**config.mk**
```make
export PLATFORM = sky130hd
export DESIGN_NAME = booth_mul_seq
export DESIGN_NICKNAME = d
export VERILOG_FILES = /design/src/rtl/booth_pkg.sv /design/src/rtl/booth_digit_pp.sv /design/src/rtl/booth_mul_seq.sv
export SDC_FILE = /design/constraint.sdc
export NUM_CORES = 1
export LEC_CHECK = 0
export ABC_AREA = 1
export ABC_CLOCK_PERIOD_IN_PS = 4300
export BUFFER_PORTS_ARGS = -buffer_cell sky130_fd_sc_hd__buf_2
export CORE_AREA = 2 2 199 201
export DETAILED_ROUTE_END_ITERATION = 10
export DIE_AREA = 0 0 201 203
export PLACE_DENSITY = 0.63
export SYNTH_ARGS = -nofsm -noshare
export SYNTH_HDL_FRONTEND = slang
export SYNTH_HIERARCHICAL = 1
export SYNTH_SLANG_ARGS = --single-unit
```
**constraint.sdc**
```tcl
create_clock -name clk -period 4.3 [get_ports clk]
set_input_delay 0.215 -clock clk [delete_from_list [all_inputs] [get_ports clk]]
set_output_delay 0.215 -clock clk [all_outputs]
set_load 0.005 [all_outputs]
```
**src/rtl/booth_pkg.sv**
```systemverilog
// Shared constants, FSM state type and radix-4 Booth digit decoding for booth_mul_seq.
package booth_pkg;

    localparam int XLEN = 32;
    localparam int NDIG = XLEN / 2 + 1;
    localparam int AW   = XLEN + 1;     // sign-extended operand width
    localparam int PPW  = XLEN + 3;     // partial product width (holds +/-2*A33)
    localparam int ACCW = 2 * XLEN + 2; // accumulator width

    typedef enum logic [1:0] {
        IDLE = 2'd0,
        BUSY = 2'd1,
        DONE = 2'd2
    } state_t;

    localparam logic [2:0] CODE_Z0  = 3'b000;
    localparam logic [2:0] CODE_P1A = 3'b001;
    localparam logic [2:0] CODE_P1B = 3'b010;
    localparam logic [2:0] CODE_P2  = 3'b011;
    localparam logic [2:0] CODE_M2  = 3'b100;
    localparam logic [2:0] CODE_M1A = 3'b101;
    localparam logic [2:0] CODE_M1B = 3'b110;
    localparam logic [2:0] CODE_Z1  = 3'b111;

    function automatic logic signed [2:0] booth_digit(input logic [2:0] code);
        logic signed [2:0] d;
        case (code)
            CODE_P1A, CODE_P1B: d = 3'sd1;
            CODE_P2:            d = 3'sd2;
            CODE_M2:            d = -3'sd2;
            CODE_M1A, CODE_M1B: d = -3'sd1;
            default:            d = 3'sd0;
        endcase
        return d;
    endfunction

endpackage

```
**src/rtl/booth_digit_pp.sv**
```systemverilog
// Combinational Booth partial product: one 3-bit digit code times the 33-bit multiplicand.
module booth_digit_pp
    import booth_pkg::*;
(
    input  logic [2:0]     code,
    input  logic [AW-1:0]  a33,
    output logic [PPW-1:0] pp
);

    logic [PPW-1:0]    a_ext;
    logic signed [2:0] digit;

    assign a_ext = {{2{a33[AW-1]}}, a33};
    assign digit = booth_digit(code);

    always_comb begin
        pp = '0;
        case (digit)
            3'sd1:   pp = a_ext;
            3'sd2:   pp = a_ext << 1;
            -3'sd1:  pp = -a_ext;
            -3'sd2:  pp = -(a_ext << 1);
            default: pp = '0;
        endcase
    end

endmodule

```
**src/rtl/booth_mul_seq.sv**
```systemverilog
// Iterative radix-4 Booth 32x32 multiplier, one digit per cycle, valid/ready on both sides.
// Define EARLY_TERM_EN to finish as soon as the remaining multiplier digits are all zero.
module booth_mul_seq
    import booth_pkg::*;
(
    input  logic                clk,
    input  logic                rst,
    input  logic                in_valid,
    output logic                in_ready,
    input  logic [XLEN-1:0]     a,
    input  logic [XLEN-1:0]     b,
    input  logic                a_signed,
    input  logic                b_signed,
    input  logic                flush,
    output logic                busy,
    output logic                out_valid,
    input  logic                out_ready,
    output logic [2*XLEN-1:0]   product
);

    state_t              state, state_next;
    logic [4:0]          cnt, cnt_next;
    logic [AW-1:0]       a33, a33_next, b33, b33_next;
    logic [ACCW-1:0]     acc, acc_next, pp_shifted;
    logic [2*XLEN-1:0]   product_next;
    logic [AW+1:0]       bx;
    logic [2:0]          code;
    logic [PPW-1:0]      pp;
    logic                early;

    // bx[i] holds Booth index i-1, so digit j reads bx[2j+2:2j]
    assign bx   = {b33[AW-1], b33, 1'b0};
    assign code = bx[{cnt, 1'b0} +: 3];

    booth_digit_pp u_pp (
        .code (code),
        .a33  (a33),
        .pp   (pp)
    );

    assign pp_shifted = {{(ACCW-PPW){pp[PPW-1]}}, pp} << {cnt, 1'b0};

`ifdef EARLY_TERM_EN
    logic [5:0]    sh;
    logic [AW-1:0] rest, ones;

    // Remaining digits are all zero when B33[32:2j-1] is a pure sign run
    assign sh    = {cnt, 1'b0} - 6'd1;
    assign rest  = b33 >> sh;
    assign ones  = {AW{1'b1}} >> sh;
    assign early = (cnt != '0) && ((rest == '0) || (rest == ones));
`else
    assign early = 1'b0;
`endif

    assign in_ready = (state == IDLE);

    always_comb begin
        state_next   = state;
        cnt_next     = cnt;
        a33_next     = a33;
        b33_next     = b33;
        acc_next     = acc;
        product_next = product;
        case (state)
            IDLE: begin
                if (in_valid) begin
                    a33_next   = {a_signed & a[XLEN-1], a};
                    b33_next   = {b_signed & b[XLEN-1], b};
                    acc_next   = '0;
                    cnt_next   = '0;
                    state_next = BUSY;
                end
            end
            BUSY: begin
                if (early) begin
                    product_next = acc[2*XLEN-1:0];
                    state_next   = DONE;
                end else begin
                    acc_next = acc + pp_shifted;
                    cnt_next = cnt + 5'd1;
                    if (cnt == 5'(NDIG - 1)) begin
                        product_next = acc_next[2*XLEN-1:0];
                        state_next   = DONE;
                    end
                end
            end
            DONE: begin
                if (out_ready) state_next = IDLE;
            end
            default: state_next = IDLE;
        endcase
        if (flush) state_next = IDLE;
    end

    always_ff @(posedge clk) begin
        if (rst) begin
            state     <= IDLE;
            cnt       <= '0;
            a33       <= '0;
            b33       <= '0;
            acc       <= '0;
            product   <= '0;
            out_valid <= 1'b0;
            busy      <= 1'b0;
        end else begin
            state     <= state_next;
            cnt       <= cnt_next;
            a33       <= a33_next;
            b33       <= b33_next;
            acc       <= acc_next;
            product   <= product_next;
            out_valid <= (state_next == DONE);
            busy      <= (state_next != IDLE);
        end
    end

endmodule

```
# Word-level counts from Yosys, hierarchy flattened
# Cells that the tools add are included.
dict set report word_totals {
  reg_bits 205
  input_bits 71
  output_inout_bits 67
  elab_cells 50
}
dict set report classes {
  addsub 4
  eq_ne 15
  shift 2
  n_mux 11
  n_bitwise 2
  n_reduce_logical 8
}
# operator n
set op_table {}
lappend op_table {{$pmux W35 S4} 1}
lappend op_table {{$pmux W66 S2} 1}
lappend op_table {{$neg A35 Y35} 2}
lappend op_table {{$add A66 B66 Y66} 1}
lappend op_table {{$mux W66} 1}
lappend op_table {{$shl A66 B6 Y66} 1}
lappend op_table {{$shiftx A35 B7 Y3} 1}
lappend op_table {{$eq A3 B3 Y1 const B} 5}
lappend op_table {{$pmux W3 S4} 1}
lappend op_table {{$pmux W5 S2} 1}
lappend op_table {{$eq A3 B2 Y1 const B} 3}
lappend op_table {{$mux W2} 4}
lappend op_table {{$eq A3 B1 Y1 const B} 2}
lappend op_table {{$pmux W2 S3} 1}
lappend op_table {{$reduce_and A2 Y1} 3}
lappend op_table {{$add A5 B1 Y5 const B} 1}
lappend op_table {{$eq A5 B5 Y1 const B} 1}
lappend op_table {{$mux W5} 1}
lappend op_table {{$eq A2 B2 Y1 const B} 2}
lappend op_table {{$reduce_bool A2 Y1} 2}
lappend op_table {{$reduce_or A2 Y1} 2}
lappend op_table {{$and A1 B1 Y1} 2}
lappend op_table {{$eq A2 B1 Y1 const B} 1}
lappend op_table {{$logic_not A2 Y1} 1}
lappend op_table {{$ne A2 B2 Y1 const B} 1}

# Logic depth before layout (Yosys ltp)
dict set report logic_depth {
  ltp_word 9
  mapped_depth 44
  mapped_depth_nobuf 40
}

# Modules after synthesis
# Netlist, hierarchy kept.
# module n_inst cells_per_inst area_per_inst_um2 seq_area_each_um2
set modules_own_cells {}
lappend modules_own_cells {booth_mul_seq 1 2587 15228.4 4063.9}
lappend modules_own_cells {booth_digit_pp 1 408 1936.9 0.0}

# Worst setup path after synthesis
# OpenSTA, ideal clock, no wires.
dict set report synth_path {
  path_type {reg-to-reg}
  start {reg cnt[0]}
  end {reg product[55]}
  setup_time_ns 0.113
  arrival_time_ns 4.302
  t_required_ns 4.187
  path_slack_ns -0.115
  stages_incl_launch_ff 37
  n_path_buf 4
  synth_period_minus_slack_ns 4.415
  path_cell_list {dfxtp_1 > inv_2 > buf_6 > buf_6 > buf_6 > o21ai_1 > nand3_1 > a32o_1 > o21ai_1 > o21ai_1 > nor2_1 > nand2_1 > inv_1 > buf_2 > nand3_1 > nand3_1 > inv_1 > nor2_1 > a21oi_1 > o21a_1 > inv_1 > o21ai_1 > or2_2 > a22oi_1 > ha_1 > nand2_1 > inv_1 > nand2_1 > and2_1 > nand2_1 > o21bai_1 > nor2_1 > nand2_1 > nand2_1 > nand2_1 > o21ai_1 > inv_1}
}
dict set report synth_between {
  elab_chain_len 8
  word_cells_on_any_way 19
  classes_between {add/sub: 1; eq/ne: 11; shift: 2; mux: 2; reduce/logical: 3}
}
# element line_no
set synth_lines {}
lappend synth_lines {{from (decl)} booth_mul_seq.sv:22} ;# logic [4:0] cnt, cnt_next;
lappend synth_lines {{from (signal assigned)} booth_mul_seq.sv:108} ;# cnt <= cnt_next;
lappend synth_lines {{$shiftx A35 B7 Y3 (*)} booth_mul_seq.sv:33} ;# assign code = bx[{cnt, 1'b0} +: 3];
lappend synth_lines {{net code[0]} booth_mul_seq.sv:27} ;# logic [2:0] code;
lappend synth_lines {{$eq A3 B3 Y1 (tied with other cells)} booth_pkg.sv:27} ;# case (code)
lappend synth_lines {{$reduce_or A2 Y1} booth_pkg.sv:27}
lappend synth_lines {{$pmux W3 S4 (*)} booth_pkg.sv:27}
lappend synth_lines {{$eq A3 B3 Y1 (tied with other cells)} booth_digit_pp.sv:18} ;# case (digit)
lappend synth_lines {{$pmux W35 S4 (*)} booth_digit_pp.sv:18}
lappend synth_lines {{net pp[34]} booth_mul_seq.sv:28} ;# logic [PPW-1:0] pp;
lappend synth_lines {{$shl A66 B6 Y66 (*)} booth_mul_seq.sv:41} ;# assign pp_shifted = {{(ACCW-PPW){pp[PPW-1]}}, pp} << {cnt, 1'b0};
lappend synth_lines {{$add A66 B66 Y66 (*)} booth_mul_seq.sv:80} ;# acc_next = acc + pp_shifted;
lappend synth_lines {{to (signal assigned)} booth_mul_seq.sv:112} ;# product <= product_next;
lappend synth_lines {{to (decl)} booth_mul_seq.sv:18} ;# output logic [2*XLEN-1:0] product
# The timed path passes the listed nets; every way through them passes the cells marked *.
# A chain may end at the register's enable or synchronous reset.

# Final worst setup path
dict set report layout_path {
  start {reg cnt[1]}
  end {reg product[49]}
}
# The elaborated chain is that of the path after synthesis.

==> qor.yml <==
muxShareOfSynthArea: 0.00292
postSynth.topFlopCell: "sky130_fd_sc_hd__dfxtp_1"
ir_worst_vdd_v: 0.000360
cellPowerDensity_nw_per_um2: 284
synth.largest_area_cell: "sky130_fd_sc_hd__dfxtp_1"
synth_fa_ha_area_frac: 0.0493
yosys.area.top_type_share: 0.237
worstHoldPathCells: 3
cts.clk_slew.worst_paths_ns: 0.06
count_of_antenna_diodes_in_the_layout: 0
vias: 22000
placementRows: 72
syn-mean-instance-area_um2: 5.73
fin_tns_setup_ns: -74.30
finalClockSkew_ns: 0.0176
yosys_warnings: 6
design_power_total_uw: 7140
timing.hold.worst.class: "input port to register"
detail_route.first_pass.iterations: 6
ys_async_sr_fraction: 0
cp.arrival_ns: 5.60
synth.net_count: 3133
combinational_family_with_the_most_area_after_synthesis: "simple AND/OR/NAND/NOR gates"
cp_top_family: "simple AND/OR/NAND/NOR gates"
worstMarginPinSlew_ns: 1.12
worstSkewPairLatency_ns: 0.57
route.detailed.wl_per_inst_um: 18.2
grt_setup_unrepaired: "true"
cts_max_level: 1
synth-edff-count: 0
max_slew_margin: 0.256
critical_path.endpoint_type: "register"
tritoncts: "done"
port_buffers: 137
synth.cells.most_frequent: "939 x sky130_fd_sc_hd__nand2_1, 368 x sky130_fd_sc_hd__nor2_1, 339 x sky130_fd_sc_hd__inv_1"
combined_area_of_the_multi_input_logic_cells_um2: 13100
crit_fanout: 8
stdcell_count: 4102
worst-path-stages: 41
final-max-slew-violation-count: 0
critical_path_buf_inv_count: 10
register_bit_total_from_synthesis: 203
complex_gate_fraction_of_the_synthesized_area: 0.170
setup.worst_path.start_class: "register"
layout_cells_sized_above_1: 0.331
cts_inserted_buffers: 25
core-area_um2: 38500
pin_count_of_the_biggest_net_entering_global_routing: 134
hpwlAfterDp_um: 56800
die_h_um: 203
cap_viol_max_count: 0
synth.most_common_cell: "sky130_fd_sc_hd__nand2_1"
clock_tree.buffer_depth: 3
synth-seq-area-share: 0.237
synth.lib_cells_used.distinct: 53
ctsRootBufferMaster: "sky130_fd_sc_hd__clkbuf_16"
count_of_final_hold_check_violations: 0
timing.critical_path.required_ns: 4.75
die_width_um: 201
final_core_util: 0.653
fin_hold_ws_ns: 0.0210
fillers: 3607
grt_remaining_overflow: 0
run_status: "finished with violations"
min_period_over_period: 1.20
critical_path.most_common_cell: "sky130_fd_sc_hd__nand2_1"
flow.area_growth_from_synthesis_pct: 46.4
num-nets-final: 3706
timing.critical_path.slowest_stage_cell: "sky130_fd_sc_hd__dfxtp_4"
cts.sink_count: 203
synth_top_cells_by_area: "sky130_fd_sc_hd__dfxtp_1 24%, sky130_fd_sc_hd__nand2_1 21%, sky130_fd_sc_hd__nor2_1 8.0%"
track_usage: 0.352
fp.dieArea_um2: 40800
synth_xor_xnor_area_share: 0.0147
footprint_of_the_flip_flops_and_latches_um2: 4080
postRouteAntennaNets: 0
syn_inst: 2995
first_pass_grt_wire_length_um: 114000
routed_wl_um: 74600
gp_congestion: 1.01
routed_via_density: 5.36
vias_in_the_first_global_route: 20400
place.detailed.instances: 3972
initial_core_util: 0.446
initial_antenna_violation_count: 2
io_pins: 138
detailedRoute.firstIterationViolations: 2055
post-route-drc-count: 0
violations: "negative setup slack"
timing.final.ws_setup_ns: -0.844
setup-violations-final: 120
max_freq_mhz: 194
total_leakage_power_uw: 0.0119
fin_crit_ns: 5.14
synth_area_um2: 17200
worst-setup-path-type: "register to register"
r2r_cells: 41
timing.critical_path.slowest_cell_delay_ns: 0.37
synth_simple_gate_area_share: 0.410
==> cell usage in the layout, fill, tap and decap left out, drive strengths merged, types with 2 or more instances in the layout <==
| master | Yosys | routed |
|---|---|---|
| nand2 | 978 | 978 |
| buf | 61 | 600 |
| nor2 | 401 | 401 |
| inv | 363 | 365 |
| a21oi | 231 | 231 |
| o21ai | 216 | 216 |
| nand3 | 209 | 209 |
| dfxtp | 203 | 203 |
| dlygate4sd3 | 0 | 67 |
| ha | 66 | 66 |
| o22ai | 33 | 33 |
| clkbuf | 63 | 31 |
| nand3b | 21 | 21 |
| a22oi | 20 | 20 |
| nand4 | 17 | 17 |
| xor2 | 16 | 16 |
| or2 | 16 | 16 |
| nor3 | 13 | 13 |
| o21bai | 12 | 12 |
| xnor2 | 11 | 11 |
| o21a | 9 | 9 |
| clkinv | 3 | 9 |
| nor4 | 7 | 7 |
| clkinvlp | 0 | 5 |
| mux2i | 5 | 5 |
| a31oi | 5 | 5 |
| o211ai | 4 | 4 |
| o221ai | 2 | 2 |
| bufinv | 0 | 2 |
| a221oi | 2 | 2 |
==> power breakdown <==
group	switching, uW	total, uW	leakage [uW]	internal (uW)
Sequential	63.3	2010	0.00166	1950
Clock	949	2190	0.000396	1240
Combinational	1640	2940	0.00980	1290
==> cell families after synthesis <==
group,after synthesis
AOI/OAI and AO/OA,539
and+or+nand+nor,1664
DFF,203
adders and majority gates,67
buffers and inverters,490
muxes,5
xor gates and xnor gates,27
==> registers in the layout, summed over array words and instances (netlist names) <==
register and cells:
product 64, b33 33, out_valid 1, a33 33
acc 64, state 2, busy 1, cnt 5
==> metal layers <==
layer / global-route usage / vias to the layer above / share of wire
met5: 0 / - / 0
met4: 0.106 / 0 / 0.031
met3: 0.0432 / 146 / 0.077
met2: 0.579 / 853 / 0.45
met1: 0.481 / 10200 / 0.44
li1: - / 10700 / -
==> worst register-to-register path, delay by kind of cell (launching register included) <==
family | cells | cell delay (ns)
buffers and inverters | 10 | 1.11
adders and majority gates | 1 | 0.32
and+or+nand+nor | 24 | 2.36
AOI/OAI and AO/OA | 6 | 0.88
DFF | 1 | 0.37
==> layout make-up <==
type                       count  area share
multi-input combinational   2302       0.521
timing repair buffer         670       0.203
sequential                   203       0.162
inverter                     366      0.0553
clock buffer                  28      0.0265
tap                          518      0.0258
clock inverter                15     0.00627
==> path summary, 6_finish.rpt <==
check | from | end | slack (ns)
max reg2reg | cnt[1] | product[49] | -0.84
max | cnt[1] | product[49] | -0.84
min reg2reg | product[6] | product[6] | 0.46
min | b[22] | b33[22] | 0.02
==> timing repair <==
item                                    CTS  global route
setup buffers                             8             9
gates cloned                              0             3
gates resized for setup                 262           292
hold buffers                             67             0
pin swaps                                39            78
hold endpoints to repair                 69             0
endpoints found under the setup margin  122           123
==> metrics by stage <==
step	area, um^2	setup slack, ns
floorplan	17200	-0.0207
global placement	21400	-1.27
detailed placement	21400	-1.33
CTS	23900	-0.794
global route	25100	-1.15
finish	25100	-0.844
Power figures use the tool's default switching activity.
